===== src/rtl/uart_sha256_framer_if.sv =====
// rtl/uart_sha256_framer_if.sv - signal bundle between the framer, the UART cores and the SHA core
//
// Purpose: groups the byte streams, the SHA core handshake and the status outputs.
// Modports:
//   master  framer side: drives tx_data/tx_start, sha_start/sha_data/sha_valid/sha_last,
//           busy, err_code; samples rx_data/rx_valid, tx_busy, hash_out/hash_done
//   slave   environment side (UART cores, SHA core): the mirror image of master
interface uart_sha256_framer_if;
  logic [7:0]   rx_data;
  logic         rx_valid;
  logic [7:0]   tx_data;
  logic         tx_start;
  logic         tx_busy;
  logic         sha_start;
  logic [7:0]   sha_data;
  logic         sha_valid;
  logic         sha_last;
  logic [255:0] hash_out;
  logic         hash_done;
  logic         busy;
  logic [7:0]   err_code;

  modport master (
    input  rx_data, rx_valid, tx_busy, hash_out, hash_done,
    output tx_data, tx_start, sha_start, sha_data, sha_valid, sha_last, busy, err_code
  );

  modport slave (
    output rx_data, rx_valid, tx_busy, hash_out, hash_done,
    input  tx_data, tx_start, sha_start, sha_data, sha_valid, sha_last, busy, err_code
  );
endinterface


===== src/rtl/uart_sha256_framer.sv =====
// rtl/uart_sha256_framer.sv - length-prefixed UART framing bridge for a SHA-256 core
//
// Purpose: accepts SOF, a big-endian length field and the payload from a UART RX core,
// streams the payload into the SHA core, then answers through the UART TX core with a
// status byte (00 ok, E1 bad length, E2 inter-byte timeout) followed, on success, by the
// leading DIGEST_BYTES bytes of the digest.
// Config macro: UART_SHA256_HEX_OUT_EN - when defined each digest byte is sent as two
// lowercase ASCII hex characters, high nibble first; when undefined the digest is raw.
// Ports:
//   clk    system clock
//   rst_n  asynchronous active-low reset
//   bus    uart_sha256_framer_if.master: rx_data/rx_valid in, tx_data/tx_start out,
//          tx_busy in, sha_start/sha_data/sha_valid/sha_last out, hash_out/hash_done in,
//          busy/err_code out
module uart_sha256_framer #(
  parameter logic [7:0] SOF          = 8'h01,
  parameter int         LEN_BYTES    = 2,
  parameter int         MAX_LEN      = 1024,
  parameter int         DIGEST_BYTES = 32,
  parameter int         TIMEOUT_CYC  = 868000
) (
  input  logic                        clk,
  input  logic                        rst_n,
  uart_sha256_framer_if.master        bus
);
  localparam int LW = 8 * LEN_BYTES;
  localparam int IW = $clog2(DIGEST_BYTES + 1);
  localparam int TW = (TIMEOUT_CYC > 1) ? $clog2(TIMEOUT_CYC + 1) : 1;
  localparam logic [7:0] ST_OK     = 8'h00;
  localparam logic [7:0] ST_BADLEN = 8'hE1;
  localparam logic [7:0] ST_TMO    = 8'hE2;

  typedef enum logic [2:0] {IDLE, LEN, DATA, WAIT, STAT, DIG, FLUSH} state_t;
  state_t state, state_nx;

  logic [LW-1:0]  len_reg;   // length while in LEN, remaining payload bytes in DATA
  logic [2:0]     len_cnt;
  logic [TW-1:0]  tmr;
  logic [255:0]   hash_reg;  // shifted left one byte per digest byte sent
  logic [IW-1:0]  idx;
`ifdef UART_SHA256_HEX_OUT_EN
  logic           nib;       // 0: high nibble next, 1: low nibble next

  function automatic logic [7:0] hex_char(input logic [3:0] n);
    return (n < 4'd10) ? (8'h30 + {4'h0, n}) : (8'h57 + {4'h0, n});
  endfunction
`endif

  logic [LW-1:0] len_next;
  logic          len_bad, len_last, tmo, tx_ok, dig_last;
  logic          sha_fwd, start_nx, tx_fire;
  logic [7:0]    tx_byte, err_nx;

  assign len_next = (len_reg << 8) | LW'(bus.rx_data);
  // Compare in 33 bits so MAX_LEN above the field's range never truncates.
  assign len_bad  = (len_next == '0) || (33'(len_next) > 33'(MAX_LEN));
  assign len_last = (len_cnt == 3'(LEN_BYTES - 1));
  // A byte arriving on the terminal count cancels the timeout.
  assign tmo      = (TIMEOUT_CYC != 0) && !bus.rx_valid && (tmr == TW'(TIMEOUT_CYC - 1))
                    && (state == LEN || state == DATA);
  // tx_start is only raised on an idle TX core and never on consecutive cycles.
  assign tx_ok    = !bus.tx_busy && !bus.tx_start;
`ifdef UART_SHA256_HEX_OUT_EN
  assign dig_last = (idx == IW'(DIGEST_BYTES - 1)) && nib;
`else
  assign dig_last = (idx == IW'(DIGEST_BYTES - 1));
`endif
  assign bus.busy = (state != IDLE);

  always_ff @(posedge clk or negedge rst_n) begin
    if (!rst_n) state <= IDLE;
    else        state <= state_nx;
  end

  always_comb begin
    state_nx = state;
    case (state)
      IDLE:  if (bus.rx_valid && bus.rx_data == SOF) state_nx = LEN;
      LEN:   if (bus.rx_valid) begin
               if (len_last) state_nx = len_bad ? STAT : DATA;
             end else if (tmo) state_nx = STAT;
      DATA:  if (bus.rx_valid) begin
               if (len_reg == LW'(1)) state_nx = WAIT;
             end else if (tmo) state_nx = STAT;
      WAIT:  if (bus.hash_done) state_nx = STAT;
      STAT:  if (tx_ok) state_nx = (bus.err_code == ST_OK) ? DIG : FLUSH;
      DIG:   if (tx_ok && dig_last) state_nx = FLUSH;
      FLUSH: if (tx_ok) state_nx = IDLE;
      default: state_nx = IDLE;
    endcase
  end

  always_comb begin
    sha_fwd  = 1'b0;
    start_nx = 1'b0;
    tx_fire  = 1'b0;
    tx_byte  = 8'h00;
    err_nx   = bus.err_code;
    case (state)
      LEN: begin
        if (bus.rx_valid && len_last) begin
          if (len_bad) err_nx = ST_BADLEN;
          else         start_nx = 1'b1;
        end else if (tmo) err_nx = ST_TMO;
      end
      DATA: begin
        sha_fwd = bus.rx_valid;
        if (tmo) err_nx = ST_TMO;
      end
      WAIT: if (bus.hash_done) err_nx = ST_OK;
      STAT: begin
        tx_fire = tx_ok;
        tx_byte = bus.err_code;
      end
      DIG: begin
        tx_fire = tx_ok;
`ifdef UART_SHA256_HEX_OUT_EN
        tx_byte = nib ? hex_char(hash_reg[251:248]) : hex_char(hash_reg[255:252]);
`else
        tx_byte = hash_reg[255:248];
`endif
      end
      default: ;
    endcase
  end

  always_ff @(posedge clk or negedge rst_n) begin
    if (!rst_n) begin
      len_reg       <= '0;
      len_cnt       <= '0;
      tmr           <= '0;
      hash_reg      <= '0;
      idx           <= '0;
`ifdef UART_SHA256_HEX_OUT_EN
      nib           <= 1'b0;
`endif
      bus.tx_data   <= '0;
      bus.tx_start  <= 1'b0;
      bus.sha_start <= 1'b0;
      bus.sha_data  <= '0;
      bus.sha_valid <= 1'b0;
      bus.sha_last  <= 1'b0;
      bus.err_code  <= '0;
    end else begin
      bus.err_code  <= err_nx;
      bus.sha_start <= start_nx;
      bus.sha_valid <= sha_fwd;
      bus.sha_last  <= sha_fwd && (len_reg == LW'(1));
      bus.tx_start  <= tx_fire;
      if (sha_fwd) bus.sha_data <= bus.rx_data;
      if (tx_fire) bus.tx_data  <= tx_byte;
      if (bus.rx_valid || !(state == LEN || state == DATA)) tmr <= '0;
      else                                                  tmr <= tmr + TW'(1);
      case (state)
        IDLE: begin
          len_reg <= '0;
          len_cnt <= '0;
        end
        LEN: if (bus.rx_valid) begin
          len_reg <= len_next;
          len_cnt <= len_cnt + 3'd1;
        end
        DATA: if (bus.rx_valid) len_reg <= len_reg - LW'(1);
        WAIT: if (bus.hash_done) hash_reg <= bus.hash_out;
        STAT: begin
          idx <= '0;
`ifdef UART_SHA256_HEX_OUT_EN
          nib <= 1'b0;
`endif
        end
        DIG: if (tx_fire) begin
`ifdef UART_SHA256_HEX_OUT_EN
          nib <= !nib;
          if (nib) begin
            idx      <= idx + IW'(1);
            hash_reg <= {hash_reg[247:0], 8'h00};
          end
`else
          idx      <= idx + IW'(1);
          hash_reg <= {hash_reg[247:0], 8'h00};
`endif
        end
        default: ;
      endcase
    end
  end
endmodule


===== src/flat_wrapper.sv =====
// flat-port wrapper written by rule: the top's interface ports become plain ports
module uart_sha256_framer_flat 
#(
  parameter logic [7:0] SOF          = 8'h01,
  parameter int         LEN_BYTES    = 2,
  parameter int         MAX_LEN      = 1024,
  parameter int         DIGEST_BYTES = 32,
  parameter int         TIMEOUT_CYC  = 868000
)
  (clk, rst_n, bus_rx_data, bus_rx_valid, bus_tx_busy, bus_hash_out, bus_hash_done, bus_tx_data, bus_tx_start, bus_sha_start, bus_sha_data, bus_sha_valid, bus_sha_last, bus_busy, bus_err_code);
  uart_sha256_framer_if bus_i ();
  input  logic clk;
  input  logic rst_n;
  input wire logic [$bits(bus_i.rx_data)-1:0] bus_rx_data;
  input wire logic [$bits(bus_i.rx_valid)-1:0] bus_rx_valid;
  input wire logic [$bits(bus_i.tx_busy)-1:0] bus_tx_busy;
  input wire logic [$bits(bus_i.hash_out)-1:0] bus_hash_out;
  input wire logic [$bits(bus_i.hash_done)-1:0] bus_hash_done;
  output wire logic [$bits(bus_i.tx_data)-1:0] bus_tx_data;
  output wire logic [$bits(bus_i.tx_start)-1:0] bus_tx_start;
  output wire logic [$bits(bus_i.sha_start)-1:0] bus_sha_start;
  output wire logic [$bits(bus_i.sha_data)-1:0] bus_sha_data;
  output wire logic [$bits(bus_i.sha_valid)-1:0] bus_sha_valid;
  output wire logic [$bits(bus_i.sha_last)-1:0] bus_sha_last;
  output wire logic [$bits(bus_i.busy)-1:0] bus_busy;
  output wire logic [$bits(bus_i.err_code)-1:0] bus_err_code;
  assign bus_i.rx_data = bus_rx_data;
  assign bus_i.rx_valid = bus_rx_valid;
  assign bus_i.tx_busy = bus_tx_busy;
  assign bus_i.hash_out = bus_hash_out;
  assign bus_i.hash_done = bus_hash_done;
  assign bus_tx_data = bus_i.tx_data;
  assign bus_tx_start = bus_i.tx_start;
  assign bus_sha_start = bus_i.sha_start;
  assign bus_sha_data = bus_i.sha_data;
  assign bus_sha_valid = bus_i.sha_valid;
  assign bus_sha_last = bus_i.sha_last;
  assign bus_busy = bus_i.busy;
  assign bus_err_code = bus_i.err_code;
  uart_sha256_framer #(.SOF(SOF), .LEN_BYTES(LEN_BYTES), .MAX_LEN(MAX_LEN), .DIGEST_BYTES(DIGEST_BYTES), .TIMEOUT_CYC(TIMEOUT_CYC)) u_core (.clk(clk), .rst_n(rst_n), .bus(bus_i));
endmodule

===== config.mk =====
export PLATFORM = sky130hd
export DESIGN_NAME = uart_sha256_framer_flat
export DESIGN_NICKNAME = d
export VERILOG_FILES = /design/src/rtl/uart_sha256_framer_if.sv /design/src/rtl/uart_sha256_framer.sv /design/src/flat_wrapper.sv
export SDC_FILE = /design/constraint.sdc
export NUM_CORES = 1
export LEC_CHECK = 0
export BUFFER_PORTS_ARGS = -buffer_cell sky130_fd_sc_hd__buf_2
export CAP_MARGIN = 10
export CORE_MARGIN = 2
export CORE_UTILIZATION = 44
export DETAILED_ROUTE_END_ITERATION = 10
export PLACE_DENSITY = 0.66
export SYNTH_ARGS = -nofsm -noshare
export SYNTH_HDL_FRONTEND = slang
export SYNTH_SLANG_ARGS = --single-unit

===== constraint.sdc =====
create_clock -name clk -period 2.9 [get_ports clk]
set_clock_uncertainty 0.2 [all_clocks]
set_input_delay 0.435 -clock clk [delete_from_list [all_inputs] [get_ports clk]]
set_output_delay 0.435 -clock clk [all_outputs]
set_load 0.01 [all_outputs]

## Word-level counts from Yosys, hierarchy flattened

Index checks and enable logic that the tools add are counted.

- Bits in registers: 332
- Input bits: 269
- Output and inout port bits: 29
- Word-level logic and storage cells: 106

- Add/subtract/negate cells: 4
- Magnitude comparators: 1
- Equality and inequality tests: 22
- Muxes and demuxes: 35
- Bitwise operators: 1
- Reductions and logical operators: 30

Operators with widths:

| cell | count |
|---|---|
| $mux W256 | 2 |
| $pmux W256 S2 | 1 |
| $pmux W16 S3 | 1 |
| $mux W3 | 12 |
| $mux W16 | 2 |
| $mux W8 | 4 |
| $pmux W8 S3 | 1 |
| $pmux W3 S7 | 1 |
| $add A20 B1 Y20 const B | 1 |
| $eq A20 B20 Y1 const B | 1 |
| $mux W20 | 1 |
| $eq A16 B1 Y1 const B | 1 |
| $gt A16 B11 Y1 const B | 1 |
| $logic_not A16 Y1 | 1 |
| $or A16 B8 Y16 | 1 |
| $pmux W8 S2 | 1 |
| $sub A16 B1 Y16 const B | 1 |
| $pmux W6 S2 | 1 |
| $ne A2 B1 Y1 const B | 5 |
| $eq A3 B3 Y1 const B | 3 |
| $reduce_and A3 Y1 | 3 |
| $reduce_bool A3 Y1 | 3 |
| $eq A8 B1 Y1 const B | 1 |
| $logic_not A8 Y1 | 1 |
| 20 further kinds | 43 |

## Longest topological paths before layout

Gate-level depths: netlist (run 1).

- Depth after elaboration: 7
- Gate-level depth with buffers: 8

## Worst setup path after synthesis (run 1)

No wires, ideal clock.

- Path type: in2reg
- Start point: in bus_rx_data[4]
- End point: reg u_core.state[2]
- Library setup time: 0.139 ns
- Arrival time: 1.742 ns
- Data required time: 2.561 ns
- Setup slack: 0.819 ns
- Stages: 5
- Path buffers: 0
- Cells stage by stage: nor4_1 and4b_1 xnor2_1 a21oi_2 or4_1

- Longest elaborated chain between the ends: 7

Ends and longest elaborated chain:

| element | line | RTL |
|---|---|---|
| start, declared | flat_wrapper.sv:14 | `input wire logic [$bits(bus_i.rx_data)-1:0] bus_rx_data;` |
| $or A16 B8 Y16 | uart_sha256_framer.sv:54 | `assign len_next = (len_reg << 8) \| LW'(bus.rx_data);` |
| $gt A16 B11 Y1 / $logic_not A16 Y1 (equally long branches) | uart_sha256_framer.sv:56 | `assign len_bad = (len_next == '0) \|\| (33'(len_next) > 33'(MAX_LEN));` |
| $logic_or A1 B1 Y1 | uart_sha256_framer.sv:56 |  |
| $mux W3 (2 in series) | uart_sha256_framer.sv:80 | `if (len_last) state_nx = len_bad ? STAT : DATA;` |
| $mux W3 | uart_sha256_framer.sv:79 | `LEN: if (bus.rx_valid) begin` |
| $pmux W3 S7 | uart_sha256_framer.sv:77 | `case (state)` |
| end signal, assigned | uart_sha256_framer.sv:72 | `else state <= state_nx;` |
| end, declared | uart_sha256_framer.sv:34 | `state_t state, state_nx;` |

Several ways; a longest one is shown, not always the timed one. The select of a mux whose other input is x is not followed.
A chain may end at the register's enable or synchronous reset.

## Final worst setup path (run 1)

- Start point: reg u_core.state[1]
- End point: out bus_busy

- Longest elaborated chain between the ends: 1

Ends and longest elaborated chain:

| element | line | RTL |
|---|---|---|
| $reduce_bool A3 Y1 | uart_sha256_framer.sv:68 | `assign bus.busy = (state != IDLE);` |
| end, declared | flat_wrapper.sv:25 | `output wire logic [$bits(bus_i.busy)-1:0] bus_busy;` |

No other way between the ends.

==> metrics list, run 1 <==
* Result of the run: complete, no violations
* DIE HEIGHT: 191.4 microns
* Number of antenna violations at the first check in global routing: 15
- Last weighted congestion value of the routability-driven placer: 0.8013
- The H-tree generated during clock tree synthesis spans 2 levels.
- VDD sags by at most 0.6460 mV.
* Final routed DRC violation total: 0
- STA puts the critical path data arrival time at 1860 ps.
- Largest fanout of any net on the critical path: 13
* Flip-flop count of the largest register after layout: 256
* Hold Path Class: input pin to flop
- Final number of setup-violating endpoints: 0
- Estimated wirelength of the detail-placed design: 27.28 mm
* Drt via density: 5.152
- Core Footprint: 34540 sq um
- Count of port buffers added during placement: 297
* Remaining global-route overflow: 0
* Flip-flop and latch count after synthesis: 332
- 298 I/O pins were placed.
- Period utilisation layout: 86.05%
- Yosys top cell by area: sky130_fd_sc_hd__dfrtp_1
- Worst slew pin tran: 701.8 ps
- Master of the slowest instance on the critical path: sky130_fd_sc_hd__dfrtp_1
- The first global-routing pass estimated 62.69 mm of wire.
- TritonCTS built the clock tree.
* RR Startpoint: u_core.state[1]
- Of the cells placed in the final design, the portion with a size suffix greater than 1 is 22.13%.
- Relative to the synthesized area, the layout overhead comes to 26.84%.
* Number of logic stages on the critical path including buffering: 3
* Endpoint class of the critical path: primary output
- The worst setup path is launched from a flop.
* Data required time at the worst endpoint: 2270 ps
* Syn Area/Cell: 10.34 sq um
- Clock-pin slew was measured on the worst setup and hold paths at 60 ps.
- Entering global routing, the biggest net connects 94 pins.
- Power per unit of standard cell area: 903.9 nW/um^2
- Origin of the worst min-delay path: bus_hash_out[28]
- Row generation in the floorplan step produced 68 rows.
- Top library cells by usage in the layout, fill and taps aside: 332 x sky130_fd_sc_hd__dfrtp_1, 296 x sky130_fd_sc_hd__buf_2, 266 x sky130_fd_sc_hd__nand2_1
* Hold Worst Slack: 13.82 ps
* Slew headroom: 53.22%
- Shortest clock period the worst path allows after layout: 2495 ps
- Final number of hold-violating endpoints: 0
- Total Nets Final: 2128
- # Max-Cap Violations: 0
- Summing over every cut layer, the via total after detailed routing is 12066.
- In the synthesized netlist the async set-or-reset flop fraction comes to 100.0%.
* Chip Width: 191.4 microns
- Once the floorplan was initialized, standard cells occupied 44.74% of the core.
* GRT Util Overall: 21.30%
- Commonest non-fill, non-tap cell in the layout: sky130_fd_sc_hd__dfrtp_1
* Top area cells in the synthesized netlist: sky130_fd_sc_hd__dfrtp_1 54%, sky130_fd_sc_hd__mux2i_1 16%, sky130_fd_sc_hd__o21ai_0 7.3%, sky130_fd_sc_hd__nand2_1 6.5%, sky130_fd_sc_hd__buf_2 1.9%
- Root buf cell: sky130_fd_sc_hd__clkbuf_16
- After detailed routing, the total wire length is 38.95 mm.
- For this run, the number of Yosys warnings is 0.
- The die covers 36640 sq um.
- The number of nets handed over by synthesis was 1770.
- Family with the most delay on the worst path: flip-flops
* Cell Area, Synth: 15450 sq um
- Portion of the post-synthesis area used by sequential elements: 53.76%
- Final total negative setup slack: 0 ps
- Main flop type after synthesis: sky130_fd_sc_hd__dfrtp_1
* Crit path kind: flop to primary output
- Static timing analysis puts the maximum clock frequency at 0.4007 GHz.
- Traced cell by cell, the critical path runs through buf_4 -> or3_1 -> buf_2.
- In this design, the stage delay of the slowest critical-path cell is 520 ps.
- Counting cells, the worst reg-to-reg path comes to 5.
* Post-route antenna net violation count: 0
- The number of clock buffers added by TritonCTS is 36.
* Count of flip-flops with a built-in enable after synthesis: 0
- After the first detailed-routing iteration, the DRC count stood at 612.
- The worst register-to-register path has a setup slack of 460 ps.
- Sinks on the clock net: 332
- Worst-case hold path end point: u_core.hash_reg[28]
* Number of search-and-repair iterations in the first detailed-routing pass: 7
- Number of max-slew violations in the final report: 0
- Count of unique library cells instantiated by Yosys: 58
* Filler cell count: 3025
- Of the post-synthesis cell area, the dominant cell type holds 53.76%.
- Later-pin clock latency in the skew report: 520 ps
* Unrepaired setup endpoints after global routing: false
- Worst r2r dst: u_core.state[1]
* Cell depth of the worst hold path: 3
- Via count of the first global-routing pass: 12292
- After detailed routing, the average wire length per cell comes to 16.63 microns.
- Buffer depth of the longest clock path: 3
* Buf/Inv on CP: 2
- Mapped Cells: 1494
* Leak Pwr: 10.71 nW
report_power, final:
| part | internal [mW] | total, mW | leakage (nW) | switching (mW) |
|---|---|---|---|---|
| clock | 2.66 | 4.49 | 0.568 | 1.82 |
| sequential | 6.55 | 7.77 | 4.23 | 1.22 |
| combinational | 2.40 | 5.46 | 5.91 | 3.07 |
| total | 11.6 | 17.7 | 10.7 | 6.10 |
Yosys cell counts (4+ instances only):
master and count:
sky130_fd_sc_hd__dfrtp_1 332, sky130_fd_sc_hd__nand2_1 266, sky130_fd_sc_hd__mux2i_1 249, sky130_fd_sc_hd__o21ai_0 226, sky130_fd_sc_hd__buf_2 60, sky130_fd_sc_hd__o21ai_1 59, sky130_fd_sc_hd__clkbuf_1 46, sky130_fd_sc_hd__nor2_1 44
sky130_fd_sc_hd__a21oi_1 29, sky130_fd_sc_hd__a22oi_1 20, sky130_fd_sc_hd__inv_1 12, sky130_fd_sc_hd__a22o_1 11, sky130_fd_sc_hd__nor3_1 10, sky130_fd_sc_hd__xnor2_1 10, sky130_fd_sc_hd__xor2_1 10, sky130_fd_sc_hd__mux2_2 8
sky130_fd_sc_hd__nand3_1 8, sky130_fd_sc_hd__ha_1 7, sky130_fd_sc_hd__nand4_1 7, sky130_fd_sc_hd__nor4_1 7, sky130_fd_sc_hd__and3_1 5, sky130_fd_sc_hd__nor4b_1 5, sky130_fd_sc_hd__or3_1 5, sky130_fd_sc_hd__or4_1 4
area by class of cell:
| type | count | area [sq um] | area share (%) |
|---|---|---|---|
| flip-flops and latches | 332 | 8308 | 42.38 |
| multi-input cells | 1043 | 6634 | 33.84 |
| repair buffers | 427 | 2873 | 14.66 |
| clock buffers | 51 | 1039 | 5.298 |
| well taps | 455 | 569.3 | 2.904 |
| clock inverters | 10 | 103.9 | 0.5298 |
| inverters | 12 | 45.04 | 0.2298 |
| diodes | 12 | 30.03 | 0.1532 |
kinds of logic (layout without fill, tap and decap cells):
kind of cell | count (synthesis) | count (layout) | share of synthesized area [%]
flops | 332 | 332 | 53.76
fa+ha+maj | 7 | 7 | 0.5667
simple gates | 389 | 389 | 11.33
buf+inv | 119 | 500 | 3.401
mux | 257 | 257 | 16.71
compound gates | 370 | 370 | 13.10
xor+xnor | 20 | 20 | 1.133
other cells | 0 | 12 | 0
routing by layer:
metal	global-route usage (%)	wire, microns
met2	35.56	18770
met1	27.15	16880
met5	0	66
met4	6.598	857
met3	5.434	2377
worst max-delay path by stage:
stage | slack (ps) | startpoint | to
6_report | 400 | u_core.state[1] | bus_busy
5_1_grt | 260 | u_core.state[1] | u_core.hash_reg[53]
4_1_cts | 390 | u_core.state[1] | bus_busy
3_5_place_dp | 430 | bus_rx_data[4] | u_core.state[2]
3_3_place_gp | 440 | bus_rx_data[4] | u_core.state[2]
2_1_floorplan | 820 | bus_rx_data[4] | u_core.state[2]
metrics by stage:
| stage | util [%] | cell area, sq um | power (mW) | setup WS [ps] | cells |
|---|---|---|---|---|---|
| global placement | 50.89 | 17580 | 12.98 | 443.9 | 2184 |
| CTS | 56.66 | 19570 | 17.90 | 391.1 | 2330 |
| detailed placement | 50.89 | 17580 | 13.24 | 428.1 | 2184 |
| global route | 56.72 | 19590 | 19.06 | 263.9 | 2338 |
| floorplan | - | 15450 | 11.44 | 819.5 | 1494 |
| finish | 56.74 | 19600 | 17.72 | 404.7 | 2342 |
worst reg2reg max path, cell delays in order (launching register included):
cell                        delay [ps]
sky130_fd_sc_hd__dfrtp_1           590
sky130_fd_sc_hd__xnor2_1           160
sky130_fd_sc_hd__or3_4             480
sky130_fd_sc_hd__nor4_4            610
sky130_fd_sc_hd__o2bb2ai_1         110
sky130_fd_sc_hd__a21o_1            180
timing repair:
action,4_1_cts,5_1_grt
setup buffers,0,0
hold endpoints to repair,152,0
gates resized for setup,0,0
hold buffers,85,0
Power figures use the tool's default switching activity.
==> run 2: changes to the inputs <==
Settings changed: BUFFER_PORTS_ARGS -buffer_cell sky130_fd_sc_hd__buf_2 to -buffer_cell sky130_fd_sc_hd__clkbuf_2, CORE_ASPECT_RATIO set to 1.1.
==> metrics list, run 2 (same netlist as run 1, synthesis figures left out) <==
- Result of the run: complete, no violations (unchanged).
- Total Nets Final: 2122 (was 2128)
* Core Footprint: 34380 sq um (was 34540 sq um)
* Io pins: 298 (unchanged)
- Commonest non-fill, non-tap cell in the layout: sky130_fd_sc_hd__dfrtp_1 (unchanged)
- Final number of setup-violating endpoints: 0 (unchanged)
- The total die area is 36640 sq um (about the same).
- TritonCTS clock tree: yes (unchanged)
- Share of final-layout standard cells stronger than drive strength 1: 22.25% (was 22.13%)
- Initial Utilization: 44.95% (was 44.74%)
- Setup crit end: u_core.state[1] (was bus_busy)
* Estimated wirelength of the detail-placed design: 26.59 mm (was 27.28 mm)
- # Max-Cap Violations: 0 (unchanged)
* Growth of design area from synthesis to finish: 27.56% (was 26.84%)
- The origin of the critical flop-to-flop path is u_core.state[1] (unchanged).
- Later-pin clock latency in the skew report: 510 ps (was 520 ps)
- Remaining global-route overflow: 0 (unchanged)
* Worst r2r dst: u_core.state[1] (unchanged)
- Shortest clock period the worst path allows after layout: 2585 ps (was 2495 ps)
- The final-report max-slew violation count is 0 (unchanged).
- The smallest hold slack was 7.089 ps (was 13.82 ps).
* Period utilisation layout: 89.13% (was 86.05%)
- The footprint of the multi-input gates came to 6628 sq um (was 6634 sq um).
- Unrepaired setup endpoints after global routing: false (unchanged).
- The final worst-path setup slack came to 315.2 ps (was 404.7 ps).
* Worst Path Arrival: 2780 ps (was 1860 ps)
- Kind of start point of the critical path: flop (unchanged)
* Sinks on the clock net: 332 (unchanged)
* Largest net degree at the start of global routing: 80 (was 94)
* CTS H-tree depth: 2 (unchanged)
- Placement-stage cell area: 17550 sq um (was 17580 sq um)
- The core occupancy in the finished layout is 57.34% (was 56.74%).
- The routability-driven placement congestion ratio was 0.8124 (was 0.8013).
- Slew headroom: 60.21% (was 53.22%)
- The count of instances resized after the clock tree is built was 0 (unchanged).
* Crit path launch: u_core.state[1] (unchanged)
* Worst slew pin tran: 596.9 ps (was 701.8 ps)
* GRT Util Overall: 21.04% (was 21.30%)
* Per-cell routed wire length: 16.52 microns (was 16.63 microns)
- The maximum clock path buffer count was 3 (unchanged).
* Area occupied by registers: 8308 sq um (unchanged)
- Final Routed Wirelength: 38.28 mm (was 38.95 mm)
- Top library cells by usage in the layout, fill and taps aside: 332 x sky130_fd_sc_hd__dfrtp_1, 296 x sky130_fd_sc_hd__clkbuf_2, 266 x sky130_fd_sc_hd__nand2_1 (was 332 x sky130_fd_sc_hd__dfrtp_1, 296 x sky130_fd_sc_hd__buf_2, 266 x sky130_fd_sc_hd__nand2_1).
* Filler cell count: 2945 (was 3025)
* Endpoint class of the critical path: flop (was primary output)
- The total CTS buffers is 38 (was 36).
- The number of rows created at floorplan was 71 (was 68).
- The static leakage was 10.83 nW (was 10.71 nW).
- Flip-flop count of the largest register after layout: 256 (unchanged)
* Number of search-and-repair iterations in the first detailed-routing pass: 5 (was 7)
* Number of antenna violations at the first check in global routing: 5 (was 15)
- The detailed-route via count was 12028 (was 12066).
- The peak ir drop on the vdd network was 0.5391 mV (was 0.6460 mV).
- Summed area of non-filler cells in the final layout: 19710 sq um (was 19600 sq um)
* Root buf cell: sky130_fd_sc_hd__clkbuf_16 (unchanged)
- The quantity of I/O buffers inserted on ports is 297 (unchanged).
* Chip Width: 182.7 microns (was 191.4 microns)
- The critical path class was flop to flop (was flop to primary output).
* Final Total Pwr: 18.28 mW (was 17.72 mW)
* Via count of the first global-routing pass: 12256 (was 12292)
- Non-filler cells, final: 2317 (was 2342)
* Data required time at the worst endpoint: 3100 ps (was 2270 ps)
- First-pass GRT wire length: 63.19 mm (was 62.69 mm)
- Clock input transition at the sequential cells of the worst setup and hold paths: 60 ps (about the same)
* Final routed DRC violation total: 0 (unchanged)
- Hold Path Class: input pin to flop (unchanged)
- The depth of the worst register-to-register path was 5 (unchanged).
* Largest fanout of any net on the critical path: 21 (was 13)
- Power per unit of standard cell area: 927.1 nW/um^2 (was 903.9 nW/um^2)
* Drt via density: 5.191 (was 5.152)
- Final number of hold-violating endpoints: 0 (unchanged)
- The number of cells in the design after placement was 2160 (was 2184).
- Minimum setup slack among reg-to-reg paths: 320 ps (was 460 ps)
- The pre-CTS setup slack came to 374.7 ps (was 428.1 ps).
* DIE HEIGHT: 200.6 microns (was 191.4 microns)
- Post-route antenna net violation count: 0 (unchanged)
- Achievable frequency: 0.3869 GHz (was 0.4007 GHz)
- The first-iteration detailed-routing DRC count came to 758 (was 612).
- The sum of negative setup slack is 0 ps (unchanged).
-- run 2: cell count changes in the layout (fill, tap and decap cells not counted), sizes merged --
cell / before / now
buf: 342 / 39
bufinv: 2 / 4
clkbuf: 51 / 351
clkinv: 8 / 6
clkinvlp: 0 / 1
diode: 12 / 5
dlygate4sd3: 85 / 84
inv: 12 / 14
-- run 2: where the power goes --
part           internal (mW)  switching [mW]
logic                   2.44            3.05
registers               6.56            1.26
clock network           3.08            1.89
total                   12.1            6.20
-- run 2: worst min-delay path by stage --
stage,startpoint,to,slack (ps),cells after the start
global placement,rst_n,u_core.len_reg[14],190,1
global route,bus_hash_out[48],u_core.hash_reg[48],10,3
CTS,bus_hash_out[105],u_core.hash_reg[105],0.1,3
finish,bus_hash_out[99],u_core.hash_reg[99],7,3
floorplan,rst_n,u_core.bus.err_code[0],-60,0
detailed placement,rst_n,u_core.len_reg[14],190,1
-- run 2: critical path, cell delays in order (launching register included) --
cell and delay, ps:
sky130_fd_sc_hd__dfrtp_1 720, sky130_fd_sc_hd__xnor2_1 190, sky130_fd_sc_hd__or3_4 480, sky130_fd_sc_hd__nor4_4 590
sky130_fd_sc_hd__o2bb2ai_1 110, sky130_fd_sc_hd__a21o_1 170
-- run 2: cell type report --
type	count	share of cell area, %
antenna	5	0.06347
clock buffer	55	5.763
clock inverter	13	0.8886
inverter	12	0.2285
multi-input combinational	1043	33.62
sequential	332	42.15
tap	438	2.780
timing repair buffer	419	14.51
-- run 2: timing repair --
| item | 4_1_cts | 5_1_grt |
|---|---|---|
| buffers inserted | 0 | 0 |
| hold buffers | 84 | 0 |
| setup endpoints to repair | 0 | 0 |
| hold endpoints to repair | 133 | 0 |
-- run 2: layer usage --
| layer | GRT usage (%) | share of wire [%] | routed length [microns] |
|---|---|---|---|
| met1 | 27.65 | 43 | 16550 |
| met2 | 34.46 | 48 | 18450 |
| met3 | 5.134 | 6.4 | 2445 |
| met4 | 6.394 | 2.2 | 832 |
| met5 | 0 | 0 | 0 |
==> run 3: changes to the inputs <==
Settings changed: ABC_AREA set to 1, PLACE_DENSITY 0.66 to 0.65.
==> metrics list, run 3 <==
* FP Rows: 74 (was 71)
- Final number of setup-violating endpoints: 0 (unchanged)
- Critical-path cell list: nor2_1 -> inv_1 -> nor2_1 -> buf_4 -> inv_1 -> clkbuf_2 (was xnor2_1 -> or3_4 -> nor4_4 -> o2bb2ai_1 -> a21o_1).
- The most common library cell in the layout ignoring fill and taps was sky130_fd_sc_hd__nand2_1 (was sky130_fd_sc_hd__dfrtp_1).
- Clock input transition at the sequential cells of the worst setup and hold paths: 60 ps (about the same)
* Clock buffers created by TritonCTS: 38 (unchanged)
- Via count of the first global-routing pass: 15215 (was 12256)
- Top area cells in the synthesized netlist: sky130_fd_sc_hd__dfrtp_1 51%, sky130_fd_sc_hd__o211ai_1 11%, sky130_fd_sc_hd__nand2_1 8.5%, sky130_fd_sc_hd__inv_1 7.5%, sky130_fd_sc_hd__o21ai_0 5.5% (was sky130_fd_sc_hd__dfrtp_1 54%, sky130_fd_sc_hd__mux2i_1 16%, sky130_fd_sc_hd__o21ai_0 7.3%, sky130_fd_sc_hd__nand2_1 6.5%, sky130_fd_sc_hd__buf_2 1.9%)
- Remaining global-route overflow: 0 (unchanged)
- Growth of design area from synthesis to finish: 33.14% (was 27.56%)
- The number of enable flip-flop cells after synthesis was 0 (unchanged).
* Drt via density: 5.089 (was 5.191)
- The fraction of final layout cells sized beyond drive strength 1 is 16.69% (was 22.25%).
- The highest attainable clock frequency is 0.3945 GHz (was 0.3869 GHz).
* Total via count in the routed design: 14961 (was 12028)
- The boundary pin count came to 298 (unchanged).
* Core Footprint: 36850 sq um (was 34380 sq um)
- The cell area after technology mapping was 16340 sq um (was 15450 sq um).
- The routed length on met2 came to 22.34 mm (was 18.45 mm).
* Portion of the post-synthesis area used by sequential elements: 50.85% (was 53.76%)
- The slack of the worst reg-to-reg path was 380 ps (was 320 ps).
- Data required time at the worst endpoint: 2270 ps (was 3100 ps)
- The sum of negative setup slack is 0 ps (unchanged).
- First-pass GRT wire length: 74.34 mm (was 63.19 mm)
- Result of the run: complete, no violations (unchanged).
- The sequential cell area in the final layout came to 8308 sq um (unchanged).
* Root buf cell: sky130_fd_sc_hd__clkbuf_16 (unchanged)
- Count of unique library cells instantiated by Yosys: 43 (was 58)
- The number of violations of the max-capacitance limit is 0 (unchanged).
- The pre-CTS setup slack is 458.7 ps (was 374.7 ps).
- CTS H-tree depth: 2 (unchanged)
* R2R cell count: 9 (was 5)
- Area of the multi-input gates: 6002 sq um (was 6628 sq um)
- The total die area was 38690 sq um (was 36640 sq um).
* Post-route antenna net violation count: 0 (unchanged)
- Flip-flop and latch count after synthesis: 332 (unchanged)
- The count of yosys warnings during synthesis came to 0 (unchanged).
* Dominant cell by count in the synthesized netlist: sky130_fd_sc_hd__nand2_1 (was sky130_fd_sc_hd__dfrtp_1)
* Number of max-slew violations in the final report: 0 (unchanged)
- Largest net degree at the start of global routing: 108 (was 80)
* Top library cells by usage in the layout, fill and taps aside: 370 x sky130_fd_sc_hd__nand2_1, 332 x sky130_fd_sc_hd__dfrtp_1, 327 x sky130_fd_sc_hd__inv_1 (was 332 x sky130_fd_sc_hd__dfrtp_1, 296 x sky130_fd_sc_hd__clkbuf_2, 266 x sky130_fd_sc_hd__nand2_1)
- Final number of hold-violating endpoints: 0 (unchanged)
- Final critical-path setup slack: 365.0 ps (was 315.2 ps)
- Master of the slowest instance on the critical path: sky130_fd_sc_hd__dfrtp_1 (unchanged)
- The die boundary width was 187.7 microns (was 182.7 microns).
- Syn Area/Cell: 8.469 sq um (was 10.34 sq um)
- GRT Util Overall: 23.59% (was 21.04%)
- The area share of the largest cell type after synthesis is 50.85% (was 53.76%).
- The peak per-stage delay on the critical path was 510 ps (was 720 ps).
- Total Nets Final: 2686 (was 2122)
- Estimated wirelength of the detail-placed design: 29.62 mm (was 26.59 mm)
* Per-cell routed wire length: 15.56 microns (was 16.52 microns)
* Most common library cells after synthesis: 370 x sky130_fd_sc_hd__nand2_1, 332 x sky130_fd_sc_hd__dfrtp_1, 328 x sky130_fd_sc_hd__inv_1 (was 332 x sky130_fd_sc_hd__dfrtp_1, 266 x sky130_fd_sc_hd__nand2_1, 249 x sky130_fd_sc_hd__mux2i_1)
* TritonCTS clock tree: yes (unchanged)
* Number of search-and-repair iterations in the first detailed-routing pass: 5 (unchanged)
* Final routed DRC violation total: 0 (unchanged)
- The sort of element at the end of the critical path was a primary output (was flop).
* Post-route core utilization: 59.02% (was 57.34%)
- The routability-driven placement congestion ratio came to 0.8811 (was 0.8124).
- The shortest clock period the worst path allows after layout is 2535 ps (was 2585 ps).
- The maximum fanout count along the critical path was 9 (was 21).
* Number of antenna violations at the first check in global routing: 10 (was 5)
- Number of nets produced by synthesis: 2205 (was 1770)
- The number of fill cells in the layout is 3194 (was 2945).
- The number of setup buffers added after CTS was 0 (unchanged).
- The ratio of total power to cell area is 862.2 nW/um^2 (was 927.1 nW/um^2).
- The path class of the lowest-slack min-delay path was input pin to flop (unchanged).
- The post-detailed-routing wire length came to 45.75 mm (was 38.28 mm).
* Topmost layer with routed signal wires: met5 (was met4)
* PostCTS Resize Cnt: 0 (unchanged)
- Buffer depth of the longest clock path: 3 (unchanged)
- The number of flip-flops under the largest register name is 256 (unchanged).
- Main flop type after synthesis: sky130_fd_sc_hd__dfrtp_1 (unchanged)
- The clock sink count came to 332 (unchanged).
- The share of the cycle needed by the critical path after routing is 87.41% (was 89.13%).
- Slew headroom: 60.63% (was 60.21%)
- Crit path kind: flop to primary output (was flop to flop)
- Worst slew pin tran: 590.6 ps (was 596.9 ps)
- The clock latency on the worst-skew pair came to 530 ps (was 510 ps).
* Iter 0 DRT Violations: 798 (was 758)
- The quantity of I/O buffers inserted on ports is 297 (unchanged).
- Initial Utilization: 44.33% (was 44.95%)
* FFs w/ async S/R, synth: 100.0% (unchanged)
- Leak Pwr: 9.947 nW (was 10.83 nW)
- The startpoint type of the worst setup path is a flop (unchanged).
* Mapped Cells: 1929 (was 1494)
* DRT met1 WL: 19.46 mm (was 16.55 mm)
* Wire length on met3: 2.280 mm (was 2.445 mm)
- Max IR drop VDD: 0.5377 mV (was 0.5391 mV)
* Worst Path Arrival: 1900 ps (was 2780 ps)
* Unrepaired setup endpoints after global routing: false (unchanged)
* DIE HEIGHT: 206.1 microns (was 200.6 microns)
* Yosys top cell by area: sky130_fd_sc_hd__dfrtp_1 (unchanged)
- The cell depth of the worst min-delay path came to 3 (unchanged).
## run 3: cell families (layout without fill, tap and decap cells)
group                      count (synthesis)  count (layout)  synth area share (%)
DFF                                      332             332                 50.85
buffers and inverters                    454             963                 12.41
xor gates and xnor gates                   7               7                0.3753
AOI/OAI and AO/OA                        598             598                 22.47
adders and majority gates                  7               7                0.5361
other                                      0               8                     0
and+or+nand+nor                          531             531                 13.36
## run 3: power breakdown
part           internal, mW  switching (mW)
clock network          2.98            1.95
registers              6.70           0.721
logic                  2.25            4.16
## run 3: path summary, 6_finish.rpt
| check | from | end |
|---|---|---|
| setup / recovery | u_core.state[0] | bus_busy |
| hold / removal | bus_hash_out[81] | u_core.hash_reg[81] |
| setup reg to reg | u_core.state[0] | u_core.hash_reg[144] |
| hold reg to reg | u_core.tmr[0] | u_core.tmr[0] |
| max in group asynchronous | rst_n | u_core.hash_reg[230] |
| min in group asynchronous | rst_n | u_core.hash_reg[36] |
## run 3: layout make-up
| class | count | share of cell area, % |
|---|---|---|
| multi-input combinational | 1143 | 27.59 |
| inverter | 333 | 5.793 |
| clock buffer | 55 | 5.189 |
| sequential | 332 | 38.20 |
| tap | 494 | 2.842 |
| clock inverter | 13 | 0.7018 |
| timing repair buffer | 562 | 19.59 |
| antenna | 8 | 0.09204 |
## run 3: timing repair
item,4_1_cts,5_1_grt
hold endpoints to repair,565,1
hold buffers,234,1
setup endpoints to repair,0,0
## run 3: metrics by stage
| stage | hold slack (ps) | cell area (sq um) | std cells | power, mW |
|---|---|---|---|---|
| 5_1_grt | 13.30 | 21740 | 2937 | 20.21 |
| 3_3_place_gp | 85.44 | 18100 | 2629 | 13.30 |
| 4_1_cts | 1.682 | 21720 | 2931 | 18.79 |
| 6_report | 12.75 | 21750 | 2940 | 18.75 |
| 2_1_floorplan | -60.59 | 16340 | 1929 | 11.88 |
| 3_5_place_dp | 86.73 | 18100 | 2629 | 13.52 |
## run 3: critical path, delay by kind of cell, from the launching register on
family / cells / cell delay, ps
buf+inv: 4 / 420
simple gates: 2 / 460
flops: 1 / 510
## run 3: layer usage
layer	track usage (%)	up-vias
met5	0	-
met4	9.843	6
met3	4.534	129
met2	40.25	422
met1	29.49	7025
li1	-	7379
